==> src/rtl/sad_min_tracker_pkg.sv <==
// Shared definitions for the SAD result stream: tracker FSM states and SAD sentinel/limit values.
package sad_min_tracker_pkg;

    typedef enum logic [1:0] {
        IDLE    = 2'd0,
        SCAN    = 2'd1,
        CONVERT = 2'd2,
        DONE    = 2'd3
    } trackState_t;

    localparam int unsigned SAD_SENTINEL = 9999;
    localparam logic [31:0] SAD_MAX      = 32'hFFFF_FFFF;

endpackage

==> src/rtl/sad_min_tracker_seq_divider.sv <==
// Unsigned restoring divider, one quotient bit per cycle, MSB first; W steps per division.
// The first step is taken on the Go edge, so Done pulses in the cycle after the W-th step.
module sad_min_tracker_seq_divider #(
    parameter int W = 32
) (
    input  logic         Clk,
    input  logic         Reset,
    input  logic         Go,
    input  logic [W-1:0] Dividend,
    input  logic [W-1:0] Divisor,
    output logic [W-1:0] Quotient,
    output logic [W-1:0] Remainder,
    output logic         Done
);

    localparam int CNT_W = $clog2(W);

    logic [CNT_W-1:0] stepCount;
    logic             running;
    logic [W-1:0]     remIn;
    logic [W-1:0]     quoIn;
    logic [W-1:0]     remNext;
    logic [W-1:0]     quoNext;
    logic [W:0]       trial;

    // Quotient doubles as the shift register holding the not-yet-consumed dividend bits.
    always_comb begin
        remIn = Go ? '0 : Remainder;
        quoIn = Go ? Dividend : Quotient;
        trial = {remIn, quoIn[W-1]};
        if (trial >= {1'b0, Divisor}) begin
            remNext = W'(trial - {1'b0, Divisor});
            quoNext = {quoIn[W-2:0], 1'b1};
        end else begin
            remNext = trial[W-1:0];
            quoNext = {quoIn[W-2:0], 1'b0};
        end
    end

    // NOTE: state registers use non-blocking assignments so every register samples pre-edge values.
    always_ff @(posedge Clk) begin
        if (Reset) begin
            Quotient  <= '0;
            Remainder <= '0;
            stepCount <= '0;
            running   <= 1'b0;
            Done      <= 1'b0;
        end else begin
            Done <= 1'b0;
            if (Go) begin
                Quotient  <= quoNext;
                Remainder <= remNext;
                stepCount <= CNT_W'(1);
                running   <= 1'b1;
            end else if (running) begin
                Quotient  <= quoNext;
                Remainder <= remNext;
                stepCount <= stepCount + CNT_W'(1);
                if (stepCount == CNT_W'(W - 1)) begin
                    running <= 1'b0;
                    Done    <= 1'b1;
                end
            end
        end
    end

endmodule

==> src/rtl/sad_min_tracker.sv <==
// Tracks the minimum SAD of a search pass and converts its linear index into a (row, col) vector.
module sad_min_tracker
    import sad_min_tracker_pkg::*;
#(
    parameter int          SEARCH_W = 61,
    parameter int unsigned SENTINEL = SAD_SENTINEL,
    parameter int          DATA_W   = 32
) (
    input  logic              Clk,
    input  logic              Reset,
    input  logic              Start,
    input  logic              SADValid,
    input  logic              SADLast,
    input  logic [DATA_W-1:0] SADValIn,
    input  logic [DATA_W-1:0] SADIndexIn,
    output logic              Busy,
    output logic              ResultValid,
    output logic              NoMatch,
    output logic [DATA_W-1:0] BestSAD,
    output logic [DATA_W-1:0] BestIndex,
    output logic [DATA_W-1:0] BestRow,
    output logic [DATA_W-1:0] BestCol
);

    trackState_t       state;
    logic              seenSample;
    logic              sampleAccept;
    logic              isReal;
    logic              improve;
    logic              passEnd;
    logic [DATA_W-1:0] nextIndex;
    logic [DATA_W-1:0] divQuotient;
    logic [DATA_W-1:0] divRemainder;
    logic              divDone;

    // Start wins over a coincident sample, so the sample is never accepted.
    assign sampleAccept = (state == SCAN) && SADValid && !Start;
    assign isReal       = SADValIn != DATA_W'(SENTINEL);
    assign improve      = sampleAccept && isReal && (SADValIn < BestSAD);
    assign passEnd      = sampleAccept && SADLast;
    assign nextIndex    = improve ? SADIndexIn : BestIndex;

    sad_min_tracker_seq_divider #(
        .W (DATA_W)
    ) u_divider (
        .Clk       (Clk),
        .Reset     (Reset),
        .Go        (passEnd),
        .Dividend  (nextIndex),
        .Divisor   (DATA_W'(SEARCH_W)),
        .Quotient  (divQuotient),
        .Remainder (divRemainder),
        .Done      (divDone)
    );

    always_ff @(posedge Clk) begin
        if (Reset) begin
            state       <= IDLE;
            Busy        <= 1'b0;
            ResultValid <= 1'b0;
            NoMatch     <= 1'b0;
            BestSAD     <= '1;
            BestIndex   <= '0;
            BestRow     <= '0;
            BestCol     <= '0;
            seenSample  <= 1'b0;
        end else if (Start) begin
            state       <= SCAN;
            Busy        <= 1'b1;
            ResultValid <= 1'b0;
            NoMatch     <= 1'b0;
            BestSAD     <= '1;
            BestIndex   <= '0;
            BestRow     <= '0;
            BestCol     <= '0;
            seenSample  <= 1'b0;
        end else begin
            case (state)
                SCAN: begin
                    if (improve) begin
                        BestSAD   <= SADValIn;
                        BestIndex <= SADIndexIn;
                    end
                    if (sampleAccept && isReal)
                        seenSample <= 1'b1;
                    if (passEnd)
                        state <= CONVERT;
                end
                // A Done left over from an aborted conversion lands in SCAN and is dropped there.
                CONVERT: begin
                    if (divDone) begin
                        BestRow     <= divQuotient;
                        BestCol     <= divRemainder;
                        NoMatch     <= !seenSample;
                        state       <= DONE;
                        Busy        <= 1'b0;
                        ResultValid <= 1'b1;
                    end
                end
                default: ;
            endcase
        end
    end

endmodule
==> config.mk <==
export PLATFORM = sky130hd
export DESIGN_NAME = sad_min_tracker
export DESIGN_NICKNAME = d
export VERILOG_FILES = /design/src/rtl/sad_min_tracker_pkg.sv /design/src/rtl/sad_min_tracker_seq_divider.sv /design/src/rtl/sad_min_tracker.sv
export SDC_FILE = /design/constraint.sdc
export NUM_CORES = 1
export LEC_CHECK = 0
export ABC_AREA = 0
export CORE_MARGIN = 2
export CORE_UTILIZATION = 40
export CTS_CLUSTER_DIAMETER = 80
export DETAILED_ROUTE_END_ITERATION = 7
export PLACE_DENSITY = 0.66
export SLEW_MARGIN = 5
export SYNTH_ARGS = -nofsm -noshare
export SYNTH_HDL_FRONTEND = slang
export SYNTH_SLANG_ARGS = --single-unit
==> constraint.sdc <==
create_clock -name Clk -period 4.4 [get_ports Clk]
set_input_delay 0.66 -clock Clk [delete_from_list [all_inputs] [get_ports Clk]]
set_output_delay 0.66 -clock Clk [all_outputs]
set_load 0.05 [all_outputs]
[Yosys cells after proc, flatten, opt, wreduce, memory -nomap -nowiden]
Index checks and enable logic that the tools add are counted.
Word-level totals
  register bits after elaboration: 205
  latch bits: 0
  RAM bits: 0
  memory bits (read-only): 0
  input port bits: 69
  output and inout port bits: 131
  logic and storage cells: 72
  memories: 0
Operators by class
  add/sub/neg operators: 2
  $mul: 0
  div/mod/pow operators: 0
  magnitude comparators: 2
  equal/unequal tests: 8
  shift-type cells: 0
  multiplexer cells: 22
  bitwise operators: 1
  reductions and logical operators: 21
Operator list (number)
  32-bit 2-to-1 mux: 8
  33-bit by 6-bit >= comparator with 1-bit output (second input constant): 1
  32-bit less-than comparator: 1
  32-bit by 14-bit inequality test with 1-bit output (second input constant): 1
  32-bit by 6-bit subtractor with 32-bit output (second input constant): 1
  1-bit 2-to-1 mux: 11
  2-bit AND reduction: 4
  2-bit nonzero test: 4
  3-bit by 2-bit inequality test with 1-bit output (second input constant): 2
  3-bit AND reduction: 2
  5-bit by 1-bit adder with 5-bit output (second input constant): 1
  5-bit == test (second input constant): 1
  1-bit logical AND: 5
  2-bit 2-to-1 mux: 2
  2-bit by 1-bit inequality test with 1-bit output (second input constant): 2
  2-bit one-hot mux with 2 select lines: 1
  2-bit OR reduction: 2
  3-bit nonzero test: 1
  3-bit OR reduction: 1
  2-bit by 1-bit == test with 1-bit output (second input constant): 1
  2-bit == test (second input constant): 1
  1-bit logical NOT: 2
  1-bit NOT: 1

[Longest topological paths before layout]
Gate-level depths: netlist (run 1).
  word-level depth: 11
  gate-level depth with buffers: 16
  mapped depth without buffers: 15

[Hierarchy]
A second synthesis (run 1) with hierarchy kept.
Unflattened totals
  cell total of the unflattened synthesis: 1443
  area, all modules: 11552.3 um^2
Modules (own cells, without submodules)
  sad_min_tracker: instances 1, cells an instance 736, area an instance 6178.4 um^2, sequential area each 2682.6 um^2
  sad_min_tracker_seq_divider: instances 1, cells an instance 707, area an instance 5373.9 um^2, sequential area each 1421.4 um^2

[Worst setup path before layout (run 1)]
OpenSTA, ideal clock, no wires.
  kind: flip-flop to flip-flop
  from: register BestSAD[17]
  to: register u_divider.Remainder[6]
  arrival: 3696 ps
  data required time: 4314 ps
  setup slack: 619 ps
  stages on the path, launching flop included: 14
  period minus slack after synthesis: 3781 ps
  path through: dfxtp_1 inv_1 ha_1 a21oi_1 o21ai_0 a221o_1 a211oi_1 mux2i_1 o21a_1 ha_1 nor3_1 a21oi_2 xor2_1 a211oi_1
On the way
  word-level cells in the longest chain between the ends: 8
  elaborated cells between the ends (all ways): 9
RTL lines
  start: declaration: RTL line sad_min_tracker.sv:19  | output logic [DATA_W-1:0] BestSAD,
  start signal: assignment: RTL line sad_min_tracker.sv:81  | BestSAD <= SADValIn;
  32-bit less-than comparator (*): RTL line sad_min_tracker.sv:39  | assign improve = sampleAccept && isReal && (SADValIn < BestSAD);
  1-bit logical AND (*): RTL line sad_min_tracker.sv:39
  32-bit 2-to-1 mux (*)
  32-bit 2-to-1 mux (*): RTL line sad_min_tracker_seq_divider.sv:29  | quoIn = Go ? Dividend : Quotient;
  32-bit by 6-bit subtractor with 32-bit output or 33-bit by 6-bit >= comparator with 1-bit output (tied branches): RTL line sad_min_tracker_seq_divider.sv:32, sad_min_tracker_seq_divider.sv:31
  32-bit 2-to-1 mux (*): RTL line sad_min_tracker_seq_divider.sv:31  | if (trial >= {1'b0, Divisor}) begin
  32-bit 2-to-1 mux: RTL line sad_min_tracker_seq_divider.sv:55  | end else if (running) begin
  32-bit 2-to-1 mux (*): RTL line sad_min_tracker_seq_divider.sv:50  | if (Go) begin
  end signal: assignment: RTL line sad_min_tracker_seq_divider.sv:52  | Remainder <= remNext;
  end signal: assignment: RTL line sad_min_tracker_seq_divider.sv:57  | Remainder <= remNext;
  end: declaration: RTL line sad_min_tracker_seq_divider.sv:12  | output logic [W-1:0] Remainder,
Mark *: on every way between the ends. The rest lies on a longest branch, timed or not. The select of a mux whose other input is x is not followed.
A chain may end at the register's enable or synchronous reset.

[Final worst setup path (run 1)]
  from: input port SADValIn[19]
  to: register u_divider.Remainder[25]
On the way
  word-level cells in the longest chain between the ends: 9
  elaborated cells between the ends (all ways): 11
RTL lines
  start: declaration: RTL line sad_min_tracker.sv:14  | input logic [DATA_W-1:0] SADValIn,
  parallel branches: the longest is 2 deep, another holds 32-bit less-than comparator
  1-bit logical AND (*): RTL line sad_min_tracker.sv:39
  32-bit 2-to-1 mux (*)
  32-bit 2-to-1 mux (*): RTL line sad_min_tracker_seq_divider.sv:29
  32-bit by 6-bit subtractor with 32-bit output or 33-bit by 6-bit >= comparator with 1-bit output (tied branches): RTL line sad_min_tracker_seq_divider.sv:32, sad_min_tracker_seq_divider.sv:31
  32-bit 2-to-1 mux (*): RTL line sad_min_tracker_seq_divider.sv:31
  32-bit 2-to-1 mux: RTL line sad_min_tracker_seq_divider.sv:55
  32-bit 2-to-1 mux (*): RTL line sad_min_tracker_seq_divider.sv:50
Mark *: on every way between the ends. The select of a mux whose other input is x is not followed.

==> results.toml, run 1 <==
[placement]
placed_cells = 1511
dpl.hpwl_um = 16400
gp_congestion = 0.878
pre_cts_slack_ps = 176
dpl_cell_area_sq_mm = 0.0114
io_buffers = 199

[yosys]
synth_top_family_by_area = "simple AND/OR/NAND/NOR gates"
muxShareOfSynthArea_pct = 4.38
synthCells = 1086
synth_adder_area_share_pct = 4.78
synth-edff-count = 0
synth_nets = 1190
synth_xor_area_share_pct = 1.72
synth_seq_area_share_pct = 44.8
synth_compound_gate_area_share_pct = 19.2
synth_area_per_cell_sq_um = 8.44
ys_warn_count = 0
synth.distinct_cells = 58
ys_ff_latch = 205
synthFlopType = "dfxtp_1"
synthSimpleGateAreaFrac_pct = 20.3
async_reset_ff_share_pct = 0
syn_area_sq_mm = 0.00917

[cts]
clock-sinks = 205
post-cts-setup-buffers = 0
clock_latency_ps = 510
clkSlewWorstSetupHoldPaths_ps = 60
cts_resized = 0
cts.root.buffer_cell = "clkbuf_16"
cts_made_buffers = 23
clockBufferDepth = 3
cts_hold_buf = 0
cts_tree = "yes"
h-tree-depth = 1

[critical_path]
cp_data_arrival_time_ps = 4100
cp_slowest_cell = "clkdlybuf4s50_1"
critPathLaunchType = "input pin"
cp_max_fo = 11
max_stage_delay_ps = 450
cp.required_ps = 4770
cp_num_buf_inv = 1
cpLargestDelayFamily = "compound AO/OA/AOI/OAI gates"
worstSetupEndpointType = "register"
crit_type = "input pin to register"
worstPathCellList = "clkdlybuf4s50_1, ha_1, a21oi_1, o21ai_0, a221o_1, a211oi_4, mux2i_1, o21ai_0, ha_1, and4_1, o21a_1, a21oi_1, a41oi_1, a21oi_1"
path_common_cell = "a21oi_1"

[finish]
fin_area_sq_mm = 0.0121
final_cells = 1551
antenna_cells = 0
final_core_util_pct = 53.7
final_nets = 1355
syn_to_final_growth_pct = 32.3
drive_above_1_share_pct = 5.69

[floorplan]
dieArea_sq_mm = 0.0241
fp.coreArea_sq_mm = 0.0226
io_pins = 200
start_util_pct = 40.6
rows = 55
die_h_um = 155
die_w_um = 155

[route]
first_iter_violations = 406
wirelength_um = 24600
vias_per_cell = 5.29
drtPass1Iterations = 5
vias = 8208
drc = 0
antenna_left = 0
wl_per_cell_um = 15.9

[pwr]
total_leakage_power_nw = 4.45
peakVddDrop_uv = 230
p_per_area_mw_per_mm2 = 361

[timing]
fin_ws_ps = 672
max-slew-margin-rel_pct = 20.9
min_period_ps = 3730
fmax_mhz = 268
worst_pin_slew_ps = 1180
fin_crit_sh_pct = 84.7
rsz0062_at_grt = "no"
setup_viol = 0
hold_viol_final = 0
slew_violations = 0
tns_ps = 0
fin_worst_skew_ps = 11.3

[grt]
grt_pass1_wl_um = 39700
overflow = 0
use_met1_pct = 26.7
grt_pass1_vias = 7699
grt_max_degree = 95
busiest_layer = "met2"
grt_use_met3_pct = 5.65
antenna_found_initial = 1
use_met2_pct = 31.3
track_usage_pct = 19.8

[outcome]
run_status = "completed"

[flow_run]
maxCapViolCount = 0

[hold_path]
holdCritPathClass = "register to register"
[stage by stage]
stage	total power [mW]	hold WS, ps
after floorplan	2.36	440
after global placement	2.56	440
after detailed placement	2.56	447
after CTS	4.41	455
after global routing	4.57	475
final	4.38	452
[path summary, 6_finish.rpt]
| path | cells after the start | slack, ps | end | startpoint |
|---|---|---|---|---|
| worst min-delay path | 2 | 450 | BestRow[1] | BestRow[1] |
| worst max register to register | 14 | 910 | u_divider.Remainder[25] | BestSAD[17] |
| worst min register to register | 2 | 450 | BestRow[1] | BestRow[1] |
| worst max-delay path | 14 | 670 | u_divider.Remainder[25] | SADValIn[19] |
[synthesized netlist by cell type (all sizes together), types with 3 or more instances]
master | number | area (sq um)
dfxtp | 205 | 4100
nand2 | 202 | 758
a21oi | 110 | 554
a211oi | 73 | 548
nor2 | 70 | 270
clkbuf | 65 | 244
mux2i | 39 | 390
inv | 36 | 135
ha | 35 | 438
nor2b | 35 | 219
o211ai | 32 | 240
o21ai | 24 | 120
buf | 14 | 66.3
nand3 | 12 | 60.1
nand4 | 12 | 90.1
a31oi | 11 | 68.8
xnor2 | 11 | 96.3
nor4 | 10 | 62.6
nor3 | 9 | 45.0
xor2 | 7 | 61.3
and2 | 6 | 40.0
nand4b | 6 | 52.6
or4 | 6 | 48.8
a21o | 5 | 37.5
o21a | 5 | 37.5
and4b | 4 | 40.0
nand2b | 4 | 25.0
and3 | 3 | 18.8
and4 | 3 | 26.3
nor4b | 3 | 26.3
or2 | 3 | 18.8
[layout make-up]
| class | instances | area (sq um) |
|---|---|---|
| multi-input combinational | 766 | 4640 |
| clock inverter | 8 | 68.8 |
| sequential | 205 | 4110 |
| inverter | 36 | 135 |
| timing repair buffer | 219 | 2160 |
| tap | 285 | 357 |
| fill | 2122 | 10400 |
| clock buffer | 32 | 649 |
[cell families after synthesis]
| kind of cell | Yosys count |
|---|---|
| muxes | 40 |
| AOI/OAI and AO/OA | 278 |
| DFF | 205 |
| xor gates and xnor gates | 18 |
| buffers and inverters | 115 |
| and+or+nand+nor | 395 |
| adders and majority gates | 35 |
[registers in the layout, indices dropped and copies added, names as in the netlist]
signal	flops
BestCol	32
BestIndex	32
BestRow	32
BestSAD	32
u_divider.Quotient	32
u_divider.Remainder	32
u_divider.stepCount	5
state	2
Busy	1
NoMatch	1
ResultValid	1
seenSample	1
u_divider.Done	1
u_divider.running	1
[worst reg2reg max path, cell delays in order, from the launching register on]
cell      delay, ps
dfxtp_1         340
inv_1            60
ha_1            290
a21oi_1         140
o21ai_0         110
a221o_1         390
a211oi_4        410
mux2i_1         150
o21ai_0         180
ha_1            260
and4_1          190
o21a_1          380
a21oi_1         130
a41oi_1         210
a21oi_1         100
[layer usage]
| metal | up-vias | wire [um] | part of all wire, % |
|---|---|---|---|
| li1 | 4152 | - | - |
| met5 | - | 13 | 0.053 |
| met4 | 2 | 456 | 1.9 |
| met1 | 3789 | 11400 | 46 |
| met2 | 230 | 10900 | 44 |
| met3 | 35 | 1850 | 7.5 |
[power by group]
group / internal, mW / switching [mW]
Clock: 1.08 / 0.764
Sequential: 1.89 / 0.0342
Combinational: 0.260 / 0.347
Total: 3.23 / 1.14
[cell usage in the layout, fill, tap and decap left out, types with 6 or more instances in the layout]
cell type        count
o211ai_1            32
xor2_1               7
nor2_1              67
a21oi_1            109
a211oi_1            72
mux2i_1             39
nor3_1               9
nor2b_1             35
nor4_1              10
o21ai_0             23
clkbuf_16           23
nand3_1             12
dfxtp_1            204
ha_1                35
clkdlybuf4s50_1    198
a31oi_1             11
nand4_1             11
buf_4               18
nand2_1            202
xnor2_1             11
nand4b_1             6
inv_1               36
clkinv_2             6
No activity file was read; power rests on OpenSTA's default activity.
==> run 2, diff against run 1 <==
==> constraint.sdc (replaced) <==
create_clock -name Clk -period 3.8 [get_ports Clk]
set_input_delay 0.57 -clock Clk [delete_from_list [all_inputs] [get_ports Clk]]
set_output_delay 0.57 -clock Clk [all_outputs]
set_load 0.05 [all_outputs]
==> results.toml, run 2 (synthesis results as in run 1) <==
[floorplan]
io_pins = 200
start_util_pct = 40.6
dieArea_sq_mm = 0.0241
fp.coreArea_sq_mm = 0.0226
die_h_um = 155
rows = 55
die_w_um = 155

[cts]
clock_latency_ps = 520
cts_tree = "yes"
clkSlewWorstSetupHoldPaths_ps = 60
cts_hold_buf = 0
cts_made_buffers = 24
h-tree-depth = 1
clockBufferDepth = 3
clock-sinks = 205
cts.root.buffer_cell = "clkbuf_16"

[route]
vias_per_cell = 5.26
wl_met2_um = 11100
wl_per_cell_um = 15.5
met1_length_um = 11500
antenna_left = 0
first_iter_violations = 354
vias = 8401
route.top_layer_used = "met5"
wl_met3_um = 1630
drc = 0
drtPass1Iterations = 6
wirelength_um = 24800

[finish]
final_common_cell = "dfxtp_1"
fin_area_sq_mm = 0.0125
antenna_cells = 0
final_nets = 1399
drive_above_1_share_pct = 9.44
syn_to_final_growth_pct = 36.8
final_cells = 1598
mostFrequentLayoutCells = "dfxtp_1 (204), nand2_1 (202), clkdlybuf4s50_1 (198)"

[grt]
grt_pass1_wl_um = 40500
grt_max_degree = 83
antenna_found_initial = 1
overflow = 0
track_usage_pct = 20.0
grt_pass1_vias = 8046

[placement]
gp_congestion = 0.854
placed_cells = 1554
dpl_cell_area_sq_mm = 0.0117
pre_cts_slack_ps = -274
io_buffers = 199
dpl.hpwl_um = 17100

[hold_path]
holdCritPathClass = "input pin to register"

[critical_path]
crit_type = "input pin to register"
worstSetupEndpointType = "register"
regToRegSetupSlack_ps = 390
cp.required_ps = 4190
cp_max_fo = 5
critPathLaunchType = "input pin"
cp_data_arrival_time_ps = 3910

[pwr]
p_per_area_mw_per_mm2 = 427
total_power_mw = 5.36
peakVddDrop_uv = 312
total_leakage_power_nw = 4.70

[timing]
max-slew-margin-rel_pct = 22.0
min_period_ps = 3520
hold_viol_final = 0
fin_crit_sh_pct = 92.6
tns_ps = 0
fin_ws_ps = 280
setup_viol = 0
fmax_mhz = 284
worst_pin_slew_ps = 1170
slew_violations = 0
rsz0062_at_grt = "no"
fin_worst_skew_ps = 20.9

[outcome]
run_status = "completed"

[flow_run]
maxCapViolCount = 0
-- run 2: final cells by class --
cell class / instances / area (sq um)
Fill cell: 2079 / 10000
Multi-Input combinational cell: 766 / 4650
Sequential cell: 205 / 4110
Timing Repair Buffer: 262 / 2460
Clock buffer: 31 / 688
Tap cell: 285 / 357
Clock inverter: 13 / 148
Inverter: 36 / 135
-- run 2: path summary, 6_finish.rpt --
check	startpoint	to	cells after the start
max	SADValIn[17]	u_divider.Remainder[19]	15
min reg2reg	BestRow[7]	BestRow[7]	2
min	Reset	Busy	2
max reg2reg	BestSAD[17]	u_divider.Remainder[19]	15
-- run 2: report_power, final --
| part | internal, mW | switching, mW | leakage, nW |
|---|---|---|---|
| clock network | 1.48 | 0.908 | 0.409 |
| logic | 0.339 | 0.408 | 2.63 |
| registers | 2.18 | 0.0416 | 1.66 |
| total | 4.00 | 1.36 | 4.70 |
-- run 2: worst max-delay path: stages --
cell	delay [ps]
clkdlybuf4s50_1	430
ha_1	320
a21oi_1	140
o21ai_0	130
a221o_1	410
a211oi_4	340
mux2i_2	310
o21ai_0	110
ha_1	210
buf_4	150
nand4_1	120
a21oi_1	90
buf_4	160
and4b_1	190
o31a_1	230
-- run 2: routing by layer --
| layer | up-vias | global-route usage, % |
|---|---|---|
| met4 | 2 | 5.33 |
| met1 | 3895 | 26.9 |
| met3 | 44 | 5.01 |
| li1 | 4244 | - |
| met2 | 216 | 32.2 |
| met5 | - | 0 |
-- run 2: through the flow --
step	utilization [%]	hold WS, ps
2_1_floorplan	-	440
3_3_place_gp	51.8	442
3_5_place_dp	51.8	448
4_1_cts	55.5	431
5_1_grt	55.6	455
6_report	55.6	451
-- run 2: what timing repair did --
| item | CTS | global route |
|---|---|---|
| buffers inserted | 0 | 0 |
| resized for setup | 0 | 2 |
| endpoints found under the setup margin | 0 | 1 |
